==> config.mk <==
export PLATFORM = sky130hd
export DESIGN_NAME = dac_sample_scheduler
export DESIGN_NICKNAME = d
export VERILOG_FILES = /design/src/rtl/dac_sample_scheduler.sv
export SDC_FILE = /design/constraint.sdc
export NUM_CORES = 1
export LEC_CHECK = 0
export ABC_AREA = 1
export BUFFER_PORTS_ARGS = -buffer_cell sky130_fd_sc_hd__buf_2
export CAP_MARGIN = 5
export CORE_MARGIN = 2
export CORE_UTILIZATION = 60
export CTS_BUF_LIST = sky130_fd_sc_hd__clkbuf_4 sky130_fd_sc_hd__clkbuf_8
export CTS_CLUSTER_SIZE = 30
export DETAILED_ROUTE_END_ITERATION = 12
export HOLD_SLACK_MARGIN = 0.06
export MAX_ROUTING_LAYER = met4
export PLACE_DENSITY = 0.9
export SLEW_MARGIN = 20
export SYNTH_ARGS = -nofsm -noshare
export SYNTH_HDL_FRONTEND = slang
export SYNTH_SLANG_ARGS = --single-unit
==> constraint.sdc <==
create_clock -name clock -period 5 [get_ports clock]
set_input_delay 0.25 -clock clock [delete_from_list [all_inputs] [get_ports clock]]
set_output_delay 0.25 -clock clock [all_outputs]
set_load 0.01 [all_outputs]
==> src/rtl/dac_sample_scheduler.sv <==
// Sample-rate scheduler for the 8-bit parallel DAC: programmable slot divider,
// DAC_CLK strobe generation and two-producer arbitration with underrun hold.
//
// state | meaning
// ------+---------------------------------------------------------------
// IDLE  | enable low: counter parked at 0, strobe low, no readys, code held
// RUN   | counting slots 0..div_q; transfer or underrun on the tick cycle
module dac_sample_scheduler #(
  parameter int         DIV_W     = 16,
  parameter logic [7:0] IDLE_CODE = 8'h80,
  parameter int         UNDER_W   = 8
) (
  input  logic               clock,
  input  logic               reset,
  input  logic               enable,
  input  logic [DIV_W-1:0]   rate_div,
  input  logic               rr_mode,
  input  logic [7:0]         in0_data,
  input  logic               in0_valid,
  output logic               in0_ready,
  input  logic [7:0]         in1_data,
  input  logic               in1_valid,
  output logic               in1_ready,
  output logic [7:0]         out_dac_data,
  output logic               out_dac_clk,
  output logic [1:0]         out_grant,
  output logic [UNDER_W-1:0] out_underrun
);

  typedef enum logic {ST_IDLE = 1'b0, ST_RUN = 1'b1} state_t;

  state_t             state_q, state_d;
  logic [DIV_W-1:0]   cnt_q, cnt_d;
  logic [DIV_W-1:0]   div_q, div_d;
  logic [7:0]         dac_data_q, dac_data_d;
  logic               dac_clk_q, dac_clk_d;
  logic [1:0]         grant_q, grant_d;
  logic               last_q, last_d;   // 1 = ch1 won the last granted slot
  logic [UNDER_W-1:0] under_q, under_d;

  logic [DIV_W-1:0] rate_eff;
  logic [DIV_W:0]   half;
  logic             tick;
  logic             pick0;
  logic             pick1;

  assign rate_eff = (rate_div == '0) ? {{(DIV_W-1){1'b0}}, 1'b1} : rate_div;
  assign half     = ({1'b0, div_q} + 1'b1) >> 1;
  assign tick     = (state_q == ST_RUN) && enable && (cnt_q == div_q);

  // ch0 wins unless ch1 alone is valid, or round-robin says it is ch1's turn
  assign pick0 = in0_valid && (!in1_valid || !rr_mode || last_q);
  assign pick1 = in1_valid && !pick0;

  always_ff @(posedge clock or negedge reset) begin
    if (!reset) begin
      state_q    <= ST_IDLE;
      cnt_q      <= '0;
      div_q      <= {{(DIV_W-1){1'b0}}, 1'b1};
      dac_data_q <= IDLE_CODE;
      dac_clk_q  <= 1'b0;
      grant_q    <= 2'b00;
      last_q     <= 1'b1;
      under_q    <= '0;
    end else begin
      state_q    <= state_d;
      cnt_q      <= cnt_d;
      div_q      <= div_d;
      dac_data_q <= dac_data_d;
      dac_clk_q  <= dac_clk_d;
      grant_q    <= grant_d;
      last_q     <= last_d;
      under_q    <= under_d;
    end
  end

  always_comb begin
    state_d = state_q;
    case (state_q)
      ST_IDLE: if (enable)  state_d = ST_RUN;
      ST_RUN:  if (!enable) state_d = ST_IDLE;
      default: state_d = ST_IDLE;
    endcase
  end

  always_comb begin
    cnt_d      = cnt_q;
    div_d      = div_q;
    dac_data_d = dac_data_q;
    grant_d    = grant_q;
    last_d     = last_q;
    under_d    = under_q;
    in0_ready  = tick && pick0;
    in1_ready  = tick && pick1;

    if (state_q == ST_IDLE) begin
      cnt_d = '0;
      if (enable) div_d = rate_eff;
    end else if (!enable) begin
      cnt_d = '0;
    end else if (tick) begin
      cnt_d = '0;
      div_d = rate_eff;
      if (pick0) begin
        dac_data_d = in0_data;
        grant_d    = 2'b01;
        last_d     = 1'b0;
      end else if (pick1) begin
        dac_data_d = in1_data;
        grant_d    = 2'b10;
        last_d     = 1'b1;
      end else begin
        grant_d = 2'b00;
        if (under_q != '1) under_d = under_q + 1'b1;
      end
    end else begin
      cnt_d = cnt_q + 1'b1;
    end

    // strobe follows the counter value it will hold next, so it is low at slot start
    dac_clk_d = (state_d == ST_RUN) && ({1'b0, cnt_d} >= half);
  end

  assign out_dac_data = dac_data_q;
  assign out_dac_clk  = dac_clk_q;
  assign out_grant    = grant_q;
  assign out_underrun = under_q;

endmodule
== Word-level counts from Yosys, hierarchy flattened ==
Cells that the tools add are included.
Widths: inputs -> output; s select.
Word-level totals
  word-level logic and storage cells: 50
  bits in registers: 53
  input bits: 38
Operators by class
  equal/unequal tests: 3
  muxes and demuxes: 15
  $add $sub $neg: 3
  $lt $le $gt $ge: 1
  bitwise operators: 2
  reduce and logical (&&, ||, !) cells: 18
Operator list (count)
  $mux 16: 8
  $add 16x1->17 const B: 1
  $add 16x1->16 const B: 1
  $eq 16x16->1: 1
  $ge 16x16->1: 1
  $logic_not 16->1: 1
  $mux 8: 2
  $add 8x1->8 const B: 1
  $ne 8x8->1 const B: 1
  $logic_and 1x1->1: 7
  $reduce_and 6->1: 1
  $mux 2: 2
  $reduce_and 4->1: 1
  $logic_not 1->1: 3
  $mux 1: 3
  $reduce_and 3->1: 1
  $logic_or 1x1->1: 2
  $ne 2x1->1 const B: 1
  $not 1->1: 2
  $reduce_and 2->1: 1
  $reduce_bool 2->1: 1

== Depth between registers and ports, before layout ==
  depth after elaboration: 8
  mapped depth: 22
  gate-level depth less buffers: 21

== Worst setup path after synthesis ==
OpenSTA, ideal clock, no wires.
  kind: flip-flop to flip-flop
  from: reg div_q[0]
  to: reg dac_clk_q, in the netlist out_dac_clk
  setup time: 0.113 ns
  required time: 4.887 ns
  cell stages (with the launch flop): 18
  setup slack: 2.664 ns
  data arrival time: 2.223 ns
  cell sequence: dfstp_2 nand2_1 nand2_1 nor2_1 nand2_1 nor2_1 nand2_2 nand2_1 buf_4 nor3b_1 ha_1 a21o_1 o21ai_0 nand3_1 nand2_1 nand3_1 nand2_1 inv_1
Between the ends
  longest elaborated chain between the ends: 7
Ends and longest elaborated chain
  start, declared: RTL line 34  | logic [DIV_W-1:0] div_q, div_d;
  start signal, assigned: RTL line 59  | div_q <= {{(DIV_W-1){1'b0}}, 1'b1};
  start signal, assigned: RTL line 68  | div_q <= div_d;
  $eq 16x16->1: RTL line 49  | assign tick = (state_q == ST_RUN) && enable && (cnt_q == div_q);
  $logic_and 1x1->1: RTL line 49
  $mux 16: RTL line 101  | end else if (tick) begin
  $mux 16: RTL line 99  | end else if (!enable) begin
  $mux 16: RTL line 96  | if (state_q == ST_IDLE) begin
  named net cnt_d[3]: RTL line 33  | logic [DIV_W-1:0] cnt_q, cnt_d;
  $ge 16x16->1: RTL line 121  | dac_clk_d = (state_d == ST_RUN) && ({1'b0, cnt_d} >= half);
  $logic_and 1x1->1: RTL line 121
  named net dac_clk_d: RTL line 36  | logic dac_clk_q, dac_clk_d;
  end signal, assigned: RTL line 70  | dac_clk_q <= dac_clk_d;
  end, declared: RTL line 36
The timed path passes the listed nets, and every way through them passes these cells.
A chain may end at the register's enable or synchronous reset.

== Worst setup path in the final report ==
  from: reg cnt_q[11]
  to: reg dac_clk_q, in the netlist out_dac_clk
Between the ends
  longest elaborated chain between the ends: 7
Ends and longest elaborated chain
  start, declared: RTL line 33
  start signal, assigned: RTL line 67  | cnt_q <= cnt_d;
  branches (longest 2 deep; another with $add 16x1->16)
  $mux 16 (*): RTL line 101
  $mux 16 (*): RTL line 99
  $mux 16 (*): RTL line 96
  named net cnt_d[15]: RTL line 33
  $ge 16x16->1 (*): RTL line 121
  $logic_and 1x1->1 (*): RTL line 121
  named net dac_clk_d: RTL line 36
Mark *: on every way through the listed nets, which the timed path passes.

==> qor.yml <==
setup_path:
  worst-path-max-fanout: 12
  crit_path_max_incr_delay_ns: 0.48
  critical_path_required_ns: 5.27
  path_cells: "inv_1, nand2_1, nand2_1, nor2_1, nand2_1, nor2_1, nand2_2, nand2_1, inv_1, nand2_1, nor2_1, ha_1, nand2_1, inv_1, nand3_1, nor3_1, nand3_1, nand3_1, nand2_1, inv_1"
  r2r_slack_ns: 2.08
  critPathMostFrequentCell: "nand2_1"
  critPathCaptureType: "flop"
  path_class: "reg -> reg"
  cp-start-kind: "flop"
  critPathSlowestCell: "dfrtp_1"
  cp.arrival_ns: 3.19
synthesis:
  synth_flop_cell: "dfrtp_1"
  synthArstFlopShare_pct: 100
  synth_top_family_by_area: "simple AND/OR/NAND/NOR gates"
  synthSimpleGateAreaFrac_pct: 37.2
  yosysWarnings: 0
  yosysTopAreaCell: "dfrtp_1"
  syn_nets: 573
  ys_seq_elements: 53
  synthMuxAreaShare_pct: 0
  synth-edff-count: 0
  syn-cell-area_sq_mm: 0.00360
  synth-compound-area-share_pct: 5.73
  yosys-top-cells-area: "dfrtp_1 (35%), nand2_1 (21%), ha_1 (6.6%)"
  synth_top_area_share_pct: 34.7
  ys_types: 32
  yosysSeqAreaShare_pct: 36.9
  synth_adder_area_share_pct: 6.60
  synth_area_per_cell_sq_um: 6.98
  synth-xor-area-share_pct: 4.62
  syn-instance-count: 516
pwr:
  power_density_mw_per_mm2: 229
  p_clk_share_pct: 27.5
  internal_power_uw: 626
  vdd.ir_drop.worst_v: 0.000201
  power_frac_seq_pct: 52.3
  combPwrFrac_pct: 20.3
  switchingPower_uw: 295
  p_leak_uw: 0.00221
  swShare_pct: 32.0
clock_network:
  cts-root-buf: "clkbuf_8"
  cts_tree: "yes"
  cts_setup_buffers: 0
  hold_buffers: 0
  clk_latency_ns: 0.32
  cts_buffers: 5
  clk_path_buf_depth: 2
  h-tree-depth: 2
  clock-sinks: 53
  cts_resized: 0
  clkTransAtPathRegs_ns: 0.10
sta:
  fin_crit_ns: 2.92
  drv_slew: 0
  clock-skew-final_ns: 0.00691
  post-route-worst-setup-slack_ns: 2.08
  worst_pin_slew_ns: 0.670
  setup_tns_ns: 0
  slew_headroom_pct: 55.3
  finalSetupViolations: 0
  min_period_over_period_pct: 58.5
  rsz0062_at_grt: "no"
  max_freq_mhz: 342
  finalHoldViolCount: 0
drt:
  drt_iter0_drc: 262
  firstDrtPassIters: 5
  vias_per_cell: 5.33
  wl_per_cell_um: 12.9
  remaining_drc_errors: 0
  ant_nets: 0
  vias: 3462
  drt-total-wl_mm: 8.40
finish:
  area.growth.synth_to_final_pct: 11.5
  final_cells: 650
  final_cell_mix: "nand2_1 (199), inv_1 (59), buf_2 (58), dfrtp_1 (50), nor2_1 (46)"
  nets: 631
  design_area_sq_mm: 0.00402
  drive_gt1_share_pct: 16.3
  nFillCells: 446
  final_common_cell: "nand2_1"
  diodes: 0
global_routing:
  grt_pass1_wl_mm: 14.3
  busiest_layer: "met2"
  gr-usage-met2_pct: 49.8
  gr-total-overflow: 0
  met3_usage_pct: 3.85
  met1_usage_pct: 34.7
  grt_pass1_vias: 3254
  antenna_found_initial: 0
  grt_usage_pct: 28.6
  grt_max_degree: 54
placement:
  pre_cts_ws_ns: 2.14
  io_buffers: 58
  gp_congestion: 0.999
  dpl.hpwl_mm: 6.66
  placed_cell_area_sq_mm: 0.00392
  place_inst: 642
die:
  design.core.area_sq_mm: 0.00585
  initial_core_util_pct: 61.5
  die_area_sq_mm: 0.00664
  die_w_um: 81.5
  ioPinCount: 59
  rows: 28
  die_h_um: 81.5
job:
  max_cap_viol_count: 0
status:
  outcome: "complete, no violations"
worst_hold_path:
  worstHoldPathType: "in -> async"
==> cell usage after synthesis (all sizes together) (6+ instances only) <==
cell   instances
inv           67
ha            19
nand3         35
nor2          47
nor3          11
o21ai         15
xor2          15
a21oi         16
nand2        204
dfrtp         50
buf            6
nand4         10
==> cell families after synthesis <==
kind of cell    after synthesis
simple gates                316
compound gates               34
flops                        53
buf+inv                      75
xor+xnor                     19
fa+ha+maj                    19
==> power groups by stage <==
stage / logic [uW] / clock network [uW] / registers, uW
2_1_floorplan: 130 / 0 / 481
3_3_place_gp: 173 / 0 / 487
3_5_place_dp: 185 / 0 / 488
4_1_cts: 186 / 253 / 480
5_1_grt: 214 / 272 / 484
6_report: 187 / 253 / 481
==> critical path, delay by kind of cell, from the launching register on <==
family / cells / cell delay (ns)
adders and majority gates: 1 / 0.30
buffers and inverters: 4 / 0.42
DFF: 1 / 0.48
and+or+nand+nor: 15 / 1.67
==> state kept, by name (all words and copies together), names as in the netlist <==
signal        flops
out_underrun      8
cnt_q            16
state_q           1
last_q            1
out_grant         2
out_dac_clk       1
div_q            16
out_dac_data      8
==> metal layers <==
layer | vias up | share of wire, %
li1 | 1731 | -
met3 | 15 | 5.0
met1 | 1606 | 44
met2 | 110 | 50
met5 | - | 0
met4 | 0 | 1.9
==> path summary, 6_finish.rpt <==
check,start,to,depth (start not counted)
worst max-delay path,cnt_q[11]$_DFF_PN0_,out_dac_clk$_DFF_PN0_,20
worst max register to register,cnt_q[11]$_DFF_PN0_,out_dac_clk$_DFF_PN0_,20
max in group asynchronous,reset,out_underrun[3]$_DFFE_PN0P_,2
worst min register to register,out_dac_data[7]$_DFFE_PN1P_,out_dac_data[7]$_DFFE_PN1P_,2
min in group clock,rate_div[12],div_q[12]$_DFFE_PN0P_,3
worst min-delay path,reset,cnt_q[5]$_DFF_PN0_,2
==> per-stage QoR <==
| stage | power, uW | hold slack, ns | utilization [%] |
|---|---|---|---|
| final | 921 | 0.0413 | 68.6 |
| after global routing | 971 | 0.103 | 68.6 |
| after CTS | 919 | 0.0698 | 68.6 |
| after detailed placement | 673 | 0.413 | 67.1 |
| after global placement | 660 | 0.411 | 67.1 |
| after floorplan | 611 | -0.0456 | - |
==> area by class of cell <==
| type | count | area [sq um] | share of cell area [%] |
|---|---|---|---|
| Clock buffer | 6 | 76.3 | 1.90 |
| Clock inverter | 2 | 15.0 | 0.374 |
| Inverter | 67 | 251 | 6.26 |
| Multi-Input combinational cell | 388 | 1950 | 48.6 |
| Sequential cell | 53 | 1330 | 33.1 |
| Tap cell | 75 | 93.8 | 2.34 |
| Timing Repair Buffer | 59 | 298 | 7.42 |
Power figures use the tool's default switching activity.
